==> src/rtl/bf_fetch_if.sv <==
// bf_fetch_if: bus bundle between the fetch sequencer and its neighbours.
//   ROM read port : rom_ren, rom_raddr (to ROM), rom_rdata (from ROM, one
//                   cycle after rom_ren)
//   Execute port  : instr_valid/instr_data/instr_pc (to execute),
//                   instr_ready/skip_fwd/skip_bwd (from execute)
// master = fetch controller side, slave = ROM/execute side.
interface bf_fetch_if #(
  parameter int ADDR_WIDTH = 8,
  parameter int DATA_WIDTH = 8
);
  logic                  rom_ren;
  logic [ADDR_WIDTH-1:0] rom_raddr;
  logic [DATA_WIDTH-1:0] rom_rdata;
  logic                  instr_valid;
  logic                  instr_ready;
  logic [DATA_WIDTH-1:0] instr_data;
  logic [ADDR_WIDTH-1:0] instr_pc;
  logic                  skip_fwd;
  logic                  skip_bwd;

  modport master (
    output rom_ren, rom_raddr, instr_valid, instr_data, instr_pc,
    input  rom_rdata, instr_ready, skip_fwd, skip_bwd
  );

  modport slave (
    input  rom_ren, rom_raddr, instr_valid, instr_data, instr_pc,
    output rom_rdata, instr_ready, skip_fwd, skip_bwd
  );
endinterface

==> src/rtl/bf_fetch_ctrl.sv <==
// bf_fetch_ctrl: Brainfuck instruction fetch sequencer.
// Reads the program ROM (1-cycle registered latency), hands one opcode at a
// time to execute over valid/ready, and on request scans for the matching
// bracket (forward for '[', backward for ']') with a nesting counter.
// Stops sticky on opcode 0x00 (halted) or on a scan fault (error).
// Ports:
//   clk, rst   : clock, synchronous active-high reset
//   bus        : bf_fetch_if.master (ROM read port + execute handshake)
//   busy       : bracket scan in progress
//   halted     : sticky, 0x00 fetched as an instruction
//   error      : sticky, unmatched bracket / scan out of range / depth overflow
//   scan_cycles: (only with BF_FETCH_PERF_EN) saturating count of scan cycles
// Optional feature macro: BF_FETCH_PERF_EN
module bf_fetch_ctrl #(
  parameter int ADDR_WIDTH  = 8,
  parameter int DATA_WIDTH  = 8,
  parameter int DEPTH_WIDTH = 8
) (
  input  logic       clk,
  input  logic       rst,
  bf_fetch_if.master bus,
  output logic       busy,
  output logic       halted,
  output logic       error
`ifdef BF_FETCH_PERF_EN
  ,
  output logic [31:0] scan_cycles
`endif
);

  typedef enum logic [2:0] {
    S_FETCH, S_DECODE, S_HOLD, S_SCAN_RD, S_SCAN_CHK, S_HALT, S_ERR
  } state_e;

  localparam logic [7:0] OP_OPEN  = 8'h5B;
  localparam logic [7:0] OP_CLOSE = 8'h5D;
  localparam logic [7:0] OP_END   = 8'h00;
  localparam logic [ADDR_WIDTH-1:0]  PC_ONE = ADDR_WIDTH'(1);
  localparam logic [DEPTH_WIDTH-1:0] D_ONE  = DEPTH_WIDTH'(1);

  state_e                 state_q, state_d;
  logic [ADDR_WIDTH-1:0]  pc_q, pc_d;
  logic [DEPTH_WIDTH-1:0] depth_q, depth_d;
  logic                   dir_q, dir_d;      // 1 = backward scan
  logic                   vld_q, vld_d;
  logic [DATA_WIDTH-1:0]  data_q, data_d;
  logic [ADDR_WIDTH-1:0]  ipc_q, ipc_d;
  logic                   busy_q, busy_d;
  logic                   halted_q, halted_d;
  logic                   error_q, error_d;

  // Shared decode of the current ROM byte / held opcode.
  logic [7:0]             op_rd, op_hold;
  logic                   pc_max, pc_zero, hs, take_fwd, take_bwd;
  logic                   d_inc, d_dec, d_ovf, scan_err;
  logic [DEPTH_WIDTH-1:0] depth_nxt;

  always_comb begin
    op_rd    = bus.rom_rdata[7:0];
    op_hold  = data_q[7:0];
    pc_max   = &pc_q;
    pc_zero  = (pc_q == '0);
    hs       = vld_q && bus.instr_ready;
    take_fwd = bus.skip_fwd && (op_hold == OP_OPEN);
    take_bwd = !take_fwd && bus.skip_bwd && (op_hold == OP_CLOSE);
    // Nesting direction flips with scan direction.
    d_inc     = dir_q ? (op_rd == OP_CLOSE) : (op_rd == OP_OPEN);
    d_dec     = dir_q ? (op_rd == OP_OPEN)  : (op_rd == OP_CLOSE);
    d_ovf     = d_inc && (&depth_q);
    depth_nxt = d_inc ? depth_q + D_ONE : (d_dec ? depth_q - D_ONE : depth_q);
    // Fault if end-of-program is crossed going forward, the counter wraps,
    // or another step would leave the address space.
    scan_err  = (!dir_q && op_rd == OP_END) || d_ovf ||
                ((depth_nxt != '0) && (dir_q ? pc_zero : pc_max));
  end

  // State register (also holds the datapath flops).
  always_ff @(posedge clk) begin
    if (rst) begin
      state_q  <= S_FETCH;
      pc_q     <= '0;
      depth_q  <= '0;
      dir_q    <= 1'b0;
      vld_q    <= 1'b0;
      data_q   <= '0;
      ipc_q    <= '0;
      busy_q   <= 1'b0;
      halted_q <= 1'b0;
      error_q  <= 1'b0;
    end else begin
      state_q  <= state_d;
      pc_q     <= pc_d;
      depth_q  <= depth_d;
      dir_q    <= dir_d;
      vld_q    <= vld_d;
      data_q   <= data_d;
      ipc_q    <= ipc_d;
      busy_q   <= busy_d;
      halted_q <= halted_d;
      error_q  <= error_d;
    end
  end

  // Next-state logic.
  always_comb begin
    state_d = state_q;
    unique case (state_q)
      S_FETCH:    state_d = S_DECODE;
      S_DECODE:   state_d = (op_rd == OP_END) ? S_HALT : S_HOLD;
      S_HOLD: begin
        if (hs) begin
          if (take_fwd)      state_d = pc_max  ? S_ERR : S_SCAN_RD;
          else if (take_bwd) state_d = pc_zero ? S_ERR : S_SCAN_RD;
          else               state_d = S_FETCH;
        end
      end
      S_SCAN_RD:  state_d = S_SCAN_CHK;
      S_SCAN_CHK: begin
        if (scan_err)               state_d = S_ERR;
        else if (depth_nxt == '0)   state_d = S_FETCH;
        else                        state_d = S_SCAN_RD;
      end
      S_HALT:     state_d = S_HALT;
      S_ERR:      state_d = S_ERR;
      default:    state_d = S_ERR;
    endcase
  end

  // Datapath next values.
  always_comb begin
    pc_d     = pc_q;
    depth_d  = depth_q;
    dir_d    = dir_q;
    vld_d    = vld_q;
    data_d   = data_q;
    ipc_d    = ipc_q;
    busy_d   = busy_q;
    halted_d = halted_q;
    error_d  = error_q;
    unique case (state_q)
      S_DECODE: begin
        if (op_rd == OP_END) begin
          halted_d = 1'b1;
        end else begin
          vld_d  = 1'b1;
          data_d = bus.rom_rdata;
          ipc_d  = pc_q;
        end
      end
      S_HOLD: begin
        if (hs) begin
          vld_d = 1'b0;
          if (take_fwd) begin
            if (pc_max) error_d = 1'b1;
            else begin
              depth_d = D_ONE;
              pc_d    = pc_q + PC_ONE;
              dir_d   = 1'b0;
              busy_d  = 1'b1;
            end
          end else if (take_bwd) begin
            if (pc_zero) error_d = 1'b1;
            else begin
              depth_d = D_ONE;
              pc_d    = pc_q - PC_ONE;
              dir_d   = 1'b1;
              busy_d  = 1'b1;
            end
          end else begin
            pc_d = pc_q + PC_ONE;
          end
        end
      end
      S_SCAN_CHK: begin
        depth_d = depth_nxt;
        if (scan_err) begin
          error_d = 1'b1;
          busy_d  = 1'b0;
        end else if (depth_nxt == '0) begin
          // Resume just past the matching bracket in either direction.
          pc_d   = pc_q + PC_ONE;
          busy_d = 1'b0;
        end else begin
          pc_d = dir_q ? pc_q - PC_ONE : pc_q + PC_ONE;
        end
      end
      default: ;
    endcase
  end

  // Outputs.
  always_comb begin
    bus.rom_ren     = !rst && (state_q == S_FETCH || state_q == S_SCAN_RD);
    bus.rom_raddr   = pc_q;
    bus.instr_valid = vld_q;
    bus.instr_data  = data_q;
    bus.instr_pc    = ipc_q;
    busy            = busy_q;
    halted          = halted_q;
    error           = error_q;
  end

`ifdef BF_FETCH_PERF_EN
  logic [31:0] perf_q, perf_d;

  always_comb begin
    perf_d = perf_q;
    if ((state_q == S_SCAN_RD || state_q == S_SCAN_CHK) && perf_q != 32'hFFFF_FFFF)
      perf_d = perf_q + 32'd1;
  end

  always_ff @(posedge clk) begin
    if (rst) perf_q <= '0;
    else     perf_q <= perf_d;
  end

  assign scan_cycles = perf_q;
`endif

endmodule
==> src/flat_wrapper.sv <==
// flat-port wrapper written by rule: the top's interface ports become plain ports
module bf_fetch_ctrl_flat 
#(
  parameter int ADDR_WIDTH  = 8,
  parameter int DATA_WIDTH  = 8,
  parameter int DEPTH_WIDTH = 8
)
  (clk, rst, busy, halted, error, bus_rom_ren, bus_rom_raddr, bus_instr_valid, bus_instr_data, bus_instr_pc, bus_rom_rdata, bus_instr_ready, bus_skip_fwd, bus_skip_bwd);
  bf_fetch_if #(.ADDR_WIDTH(ADDR_WIDTH), .DATA_WIDTH(DATA_WIDTH)) bus_i ();
  input  logic clk;
  input  logic rst;
  output logic busy;
  output logic halted;
  output logic error;
  output wire logic [$bits(bus_i.rom_ren)-1:0] bus_rom_ren;
  output wire logic [$bits(bus_i.rom_raddr)-1:0] bus_rom_raddr;
  output wire logic [$bits(bus_i.instr_valid)-1:0] bus_instr_valid;
  output wire logic [$bits(bus_i.instr_data)-1:0] bus_instr_data;
  output wire logic [$bits(bus_i.instr_pc)-1:0] bus_instr_pc;
  input wire logic [$bits(bus_i.rom_rdata)-1:0] bus_rom_rdata;
  input wire logic [$bits(bus_i.instr_ready)-1:0] bus_instr_ready;
  input wire logic [$bits(bus_i.skip_fwd)-1:0] bus_skip_fwd;
  input wire logic [$bits(bus_i.skip_bwd)-1:0] bus_skip_bwd;
  assign bus_rom_ren = bus_i.rom_ren;
  assign bus_rom_raddr = bus_i.rom_raddr;
  assign bus_instr_valid = bus_i.instr_valid;
  assign bus_instr_data = bus_i.instr_data;
  assign bus_instr_pc = bus_i.instr_pc;
  assign bus_i.rom_rdata = bus_rom_rdata;
  assign bus_i.instr_ready = bus_instr_ready;
  assign bus_i.skip_fwd = bus_skip_fwd;
  assign bus_i.skip_bwd = bus_skip_bwd;
  bf_fetch_ctrl #(.ADDR_WIDTH(ADDR_WIDTH), .DATA_WIDTH(DATA_WIDTH), .DEPTH_WIDTH(DEPTH_WIDTH)) u_core (.clk(clk), .rst(rst), .bus(bus_i), .busy(busy), .halted(halted), .error(error));
endmodule
==> config.mk <==
export PLATFORM = sky130hd
export DESIGN_NAME = bf_fetch_ctrl_flat
export DESIGN_NICKNAME = d
export VERILOG_FILES = /design/src/rtl/bf_fetch_if.sv /design/src/rtl/bf_fetch_ctrl.sv /design/src/flat_wrapper.sv
export SDC_FILE = /design/constraint.sdc
export NUM_CORES = 1
export LEC_CHECK = 0
export CORE_UTILIZATION = 40
export CTS_CLUSTER_SIZE = 40
export DETAILED_ROUTE_END_ITERATION = 8
export PLACE_DENSITY = 0.69
export SETUP_SLACK_MARGIN = 0.4
export SYNTH_ARGS = -nofsm -noshare
export SYNTH_HDL_FRONTEND = slang
export SYNTH_SLANG_ARGS = --single-unit
==> constraint.sdc <==
create_clock -name clk -period 7 [get_ports clk]
set_input_delay 2.1 -clock clk [delete_from_list [all_inputs] [get_ports clk]]
set_output_delay 2.1 -clock clk [all_outputs]
set_load 0.1 [all_outputs]
# Word-level counts from Yosys, hierarchy flattened
# Index checks and enable logic that the tools add are counted.
# classes
mux,49
n_eq_ne,22
n_bitwise,1
n_reduce_logical,32
addsub,4
# ops
op,count
$mux 8,15
$eq 8x7->1 const B,4
$pmux 8 s2,2
$logic_not 8->1,3
$mux 3,7
$mux 1,20
$pmux 3 s6,1
$add 8x1->8 const B,2
$reduce_and 8->1,2
$sub 8x1->8 const B,2
$reduce_and 5->1,3
$reduce_and 6->1,2
$ne 3x1->1 const B,3
$logic_and 1x1->1,8
$ne 2x2->1 const B,4
$reduce_bool 8->1,1
$eq 3x2->1 const B,2
$eq 3x3->1 const B,2
$ne 3x3->1 const B,2
$pmux 1 s2,3
$reduce_bool 2->1,3
$ne 2x1->1 const B,2
$ne 4x4->1 const B,1
$reduce_and 2->1,2
other kinds (8),12
# totals
in_bits,13
elab_cells,118
reg_bits,40
out_inout_bits,29

# Logic depth before layout (Yosys ltp)
# depth
ltp_word,9
depth_mapped,12
mapped_depth_nobuf,10

# Worst setup path before layout
# OpenSTA, ideal clock, no wires.
# synth_timing
path_type,input to output
start,in rst
end,out bus_rom_ren
path_buffers,2
slack_ps,383
cell_stages,3
required_ps,4900
arrival_time_ps,4517
cell_sequence,buf_1 -> clkbuf_1 -> nor3_1
# synth_between
elab_chain_cells,2
# synth_rtl
item,line_no,text
from (decl),flat_wrapper.sv:11,input logic rst;
$logic_not 1->1,bf_fetch_ctrl.sv:193,bus.rom_ren = !rst && (state_q == S_FETCH || state_q == S_SCAN_RD);
$logic_and 1x1->1,bf_fetch_ctrl.sv:193,
to (decl),flat_wrapper.sv:15,output wire logic [$bits(bus_i.rom_ren)-1:0] bus_rom_ren;
# No other way between the ends.

# Worst setup path after layout
# Same ends and word-level chain as after synthesis.

==> results.py <==
metrics = {
    "status": {
        "status": "complete, no violations",
    },
    "global_route": {
        "grt_overflow": 0,
        "first_global_vias": 2212,
        "antenna_found_initial": 0,
        "grt_pass1_wl_um": 10370,
        "grt_max_degree": 43,
        "grt_util_all_layers": 0.2029,
    },
    "synthesis": {
        "synth_compound_gate_area_share": 0.2173,
        "syn_avg_cell_area_sq_um": 7.522,
        "synth.top_cell.area_share": 0.3168,
        "syn_nets": 353,
        "synth_top_family_by_area": "simple AND/OR/NAND/NOR gates",
        "yosysSeqAreaShare": 0.3168,
        "async_flop_share": 0,
        "synth-main-ff-cell": "dfxtp_1",
        "syn_area_sq_um": 2527,
        "muxShareOfSynthArea": 0.02871,
        "yosysWarnings": 0,
        "synth_cells": 336,
        "synthAdderAreaFrac": 0.01980,
        "synth-simple-area-share": 0.3223,
        "synth_seq_cells": 40,
        "synth_largest_area_cell": "dfxtp_1",
        "synth.distinct_cells": 65,
        "synth_edf_count": 0,
        "synth_area_leaders": "dfxtp_1 32%, nand2_1 7.9%, a21oi_1 6.7%",
        "synth_xor_xnor_area_share": 0.03465,
    },
    "hold_path": {
        "hp-class": "reg -> reg",
        "hold_path_end": "u_core.bus.instr_pc[7]",
        "holdPathStages": 2,
        "hp-start": "u_core.bus.instr_pc[7]",
    },
    "routing": {
        "drtIter0Drc": 221,
        "route.vias.total": 2462,
        "postRouteAntennaNets": 0,
        "wirelength_um": 6480,
        "drt_pass1_iterations": 4,
        "drc": 0,
        "wl_per_cell_um": 14.79,
        "via_per_inst": 5.621,
    },
    "setup_path": {
        "worst_ep_arrival_time_ns": 3.29,
        "cp_max_fo": 42,
        "critPathKind": "in -> out",
        "r2r_slack_ns": 3.61,
        "worstPathRequired_ns": 4.90,
        "reg2regPathDepth": 9,
        "startpoint_type": "input pin",
        "r2r_start": "u_core.dir_q",
        "critPathCaptureType": "primary output",
        "r2r-end": "u_core.bus.rom_raddr[4]",
    },
    "placed_design": {
        "place.gp.congestion": 0.8969,
        "dpl_cell_area_sq_um": 2938,
        "dp_cells": 430,
        "port_buffers": 41,
        "dp_hpwl_um": 4519,
    },
    "final_layout": {
        "drive_above_1_share": 0.09366,
        "final_area_sq_um": 3097,
        "fin_nets": 379,
        "area_growth_pct": 22.52,
        "num_antenna_cells": 0,
        "instances_no_fill": 438,
        "postLayoutCoreUtil": 0.5169,
    },
    "clock_network": {
        "clk_path_buf_depth": 2,
        "numCtsBuffers": 5,
        "hold_buffers": 0,
        "post-cts-setup-buffers": 0,
        "root_buffer": "clkbuf_8",
        "cts.sinks": 40,
        "cts_htree_levels": 2,
        "cts_resized": 0,
        "cts.clk_slew.worst_paths_ns": 0.07,
        "insertion_delay_ns": 0.30,
        "cts_tree": "yes",
    },
    "die": {
        "core_sq_um": 5991,
        "die_h_um": 81.49,
        "floorplan.rows": 28,
        "dieArea_sq_um": 6641,
        "fp.dieW_um": 81.49,
        "start_util": 0.4219,
        "io_pins": 42,
    },
    "sta": {
        "setup_viol": 0,
        "min_period_ns": 5.386,
        "hold_violations": 0,
        "slew_violations": 0,
        "clock.fmax_ghz": 0.1857,
        "max_slew_margin": 0.3334,
        "fin_crit_sh": 0.7694,
        "finClkSkew_ns": 0.01076,
        "tightest_slew_ns": 0.9968,
        "rsz0062_at_grt": "false",
        "setup_tns_ns": 0,
    },
    "flow_run": {
        "cap_viol_max_count": 0,
    },
    "pwr": {
        "power_density_nw_per_um2": 239.8,
        "ir_drop_mv": 0.1135,
        "leakage_nw": 1.077,
        "p_total_w": 0.0007426,
    },
}
flip-flops by register name, indices dropped and copies added (netlist names):
register and count:
u_core.state_q 3, u_core.depth_q 8, u_core.bus.instr_data 8, u_core.bus.instr_pc 8, u_core.bus.rom_raddr 8, u_core.halted 1
u_core.dir_q 1, u_core.error 1, u_core.bus.instr_valid 1, u_core.busy 1
area by class of cell:
cell class | count | area (sq um)
fill | 574 | 2894
tap | 75 | 93.84
inverter | 9 | 33.78
sequential | 40 | 800.8
clock inverter | 3 | 90.09
clock buffer | 5 | 68.82
timing repair buffer | 44 | 430.4
multi-input combinational | 262 | 1579
placed cells by master (no fill, tap or decap), drive strengths merged, types with 6 or more instances in the layout:
cell type / count
a21oi: 35
clkdlybuf4s50: 40
dfxtp: 40
inv: 9
nand2: 53
nor2: 33
nor2b: 6
nor3: 10
nor3b: 6
o21ai: 17
or3: 7
or4: 6
xnor2: 6
per-layer routing:
metal | track usage | part of all wire | wire length [um] | vias to the layer above
li1 | - | - | - | 1240
met1 | 0.2736 | 0.47 | 3074 | 1134
met2 | 0.3183 | 0.45 | 2935 | 76
met3 | 0.04444 | 0.055 | 356 | 12
met4 | 0.06786 | 0.018 | 114 | 0
met5 | 0 | 0 | 0 | -
how the worst max path moves through the flow:
stage / to / from / slack [ns] / cells past startpoint
after detailed placement: u_core.bus.rom_raddr[4] / bus_rom_rdata[1] / 1.43 / 10
after floorplan: bus_rom_ren / rst / 1.25 / 3
final: bus_rom_ren / rst / 1.61 / 4
after global placement: u_core.bus.rom_raddr[4] / bus_rom_rdata[1] / 1.51 / 10
after global routing: u_core.bus.rom_raddr[4] / bus_rom_rdata[1] / 1.50 / 10
after CTS: bus_rom_ren / rst / 1.61 / 4
Yosys cell counts (all sizes together), types with 7 or more instances:
cell,number
nand2,53
or3,7
inv,9
dfxtp,40
a21oi,35
nor3,10
buf,7
clkbuf,18
o21ai,17
nor2,33
cell families after synthesis:
kind of cell / after synthesis
muxes: 7
buffers and inverters: 34
xor gates and xnor gates: 10
AOI/OAI and AO/OA: 84
and+or+nand+nor: 157
adders and majority gates: 4
DFF: 40
power breakdown:
group	leakage (nW)	internal, W	switching [W]	total (W)
logic	0.675	0.0000621	0.000159	0.000221
registers	0.324	0.000242	0.0000184	0.000260
clock network	0.0784	0.000178	0.0000830	0.000261
total	1.08	0.000482	0.000261	0.000743
stage by stage:
stage               worst slack (ns)  hold slack [ns]
detailed placement             1.433           0.4501
floorplan                      1.253           0.4591
global placement               1.508           0.4465
finish                         1.614           0.4572
global route                   1.500           0.4765
CTS                            1.606           0.4611
worst max-delay path, stage by stage:
cell             delay (ns)
clkdlybuf4s50_1        0.45
buf_4                  0.40
nor3_2                 0.08
buf_4                  0.25
No activity file was read; power rests on OpenSTA's default activity.
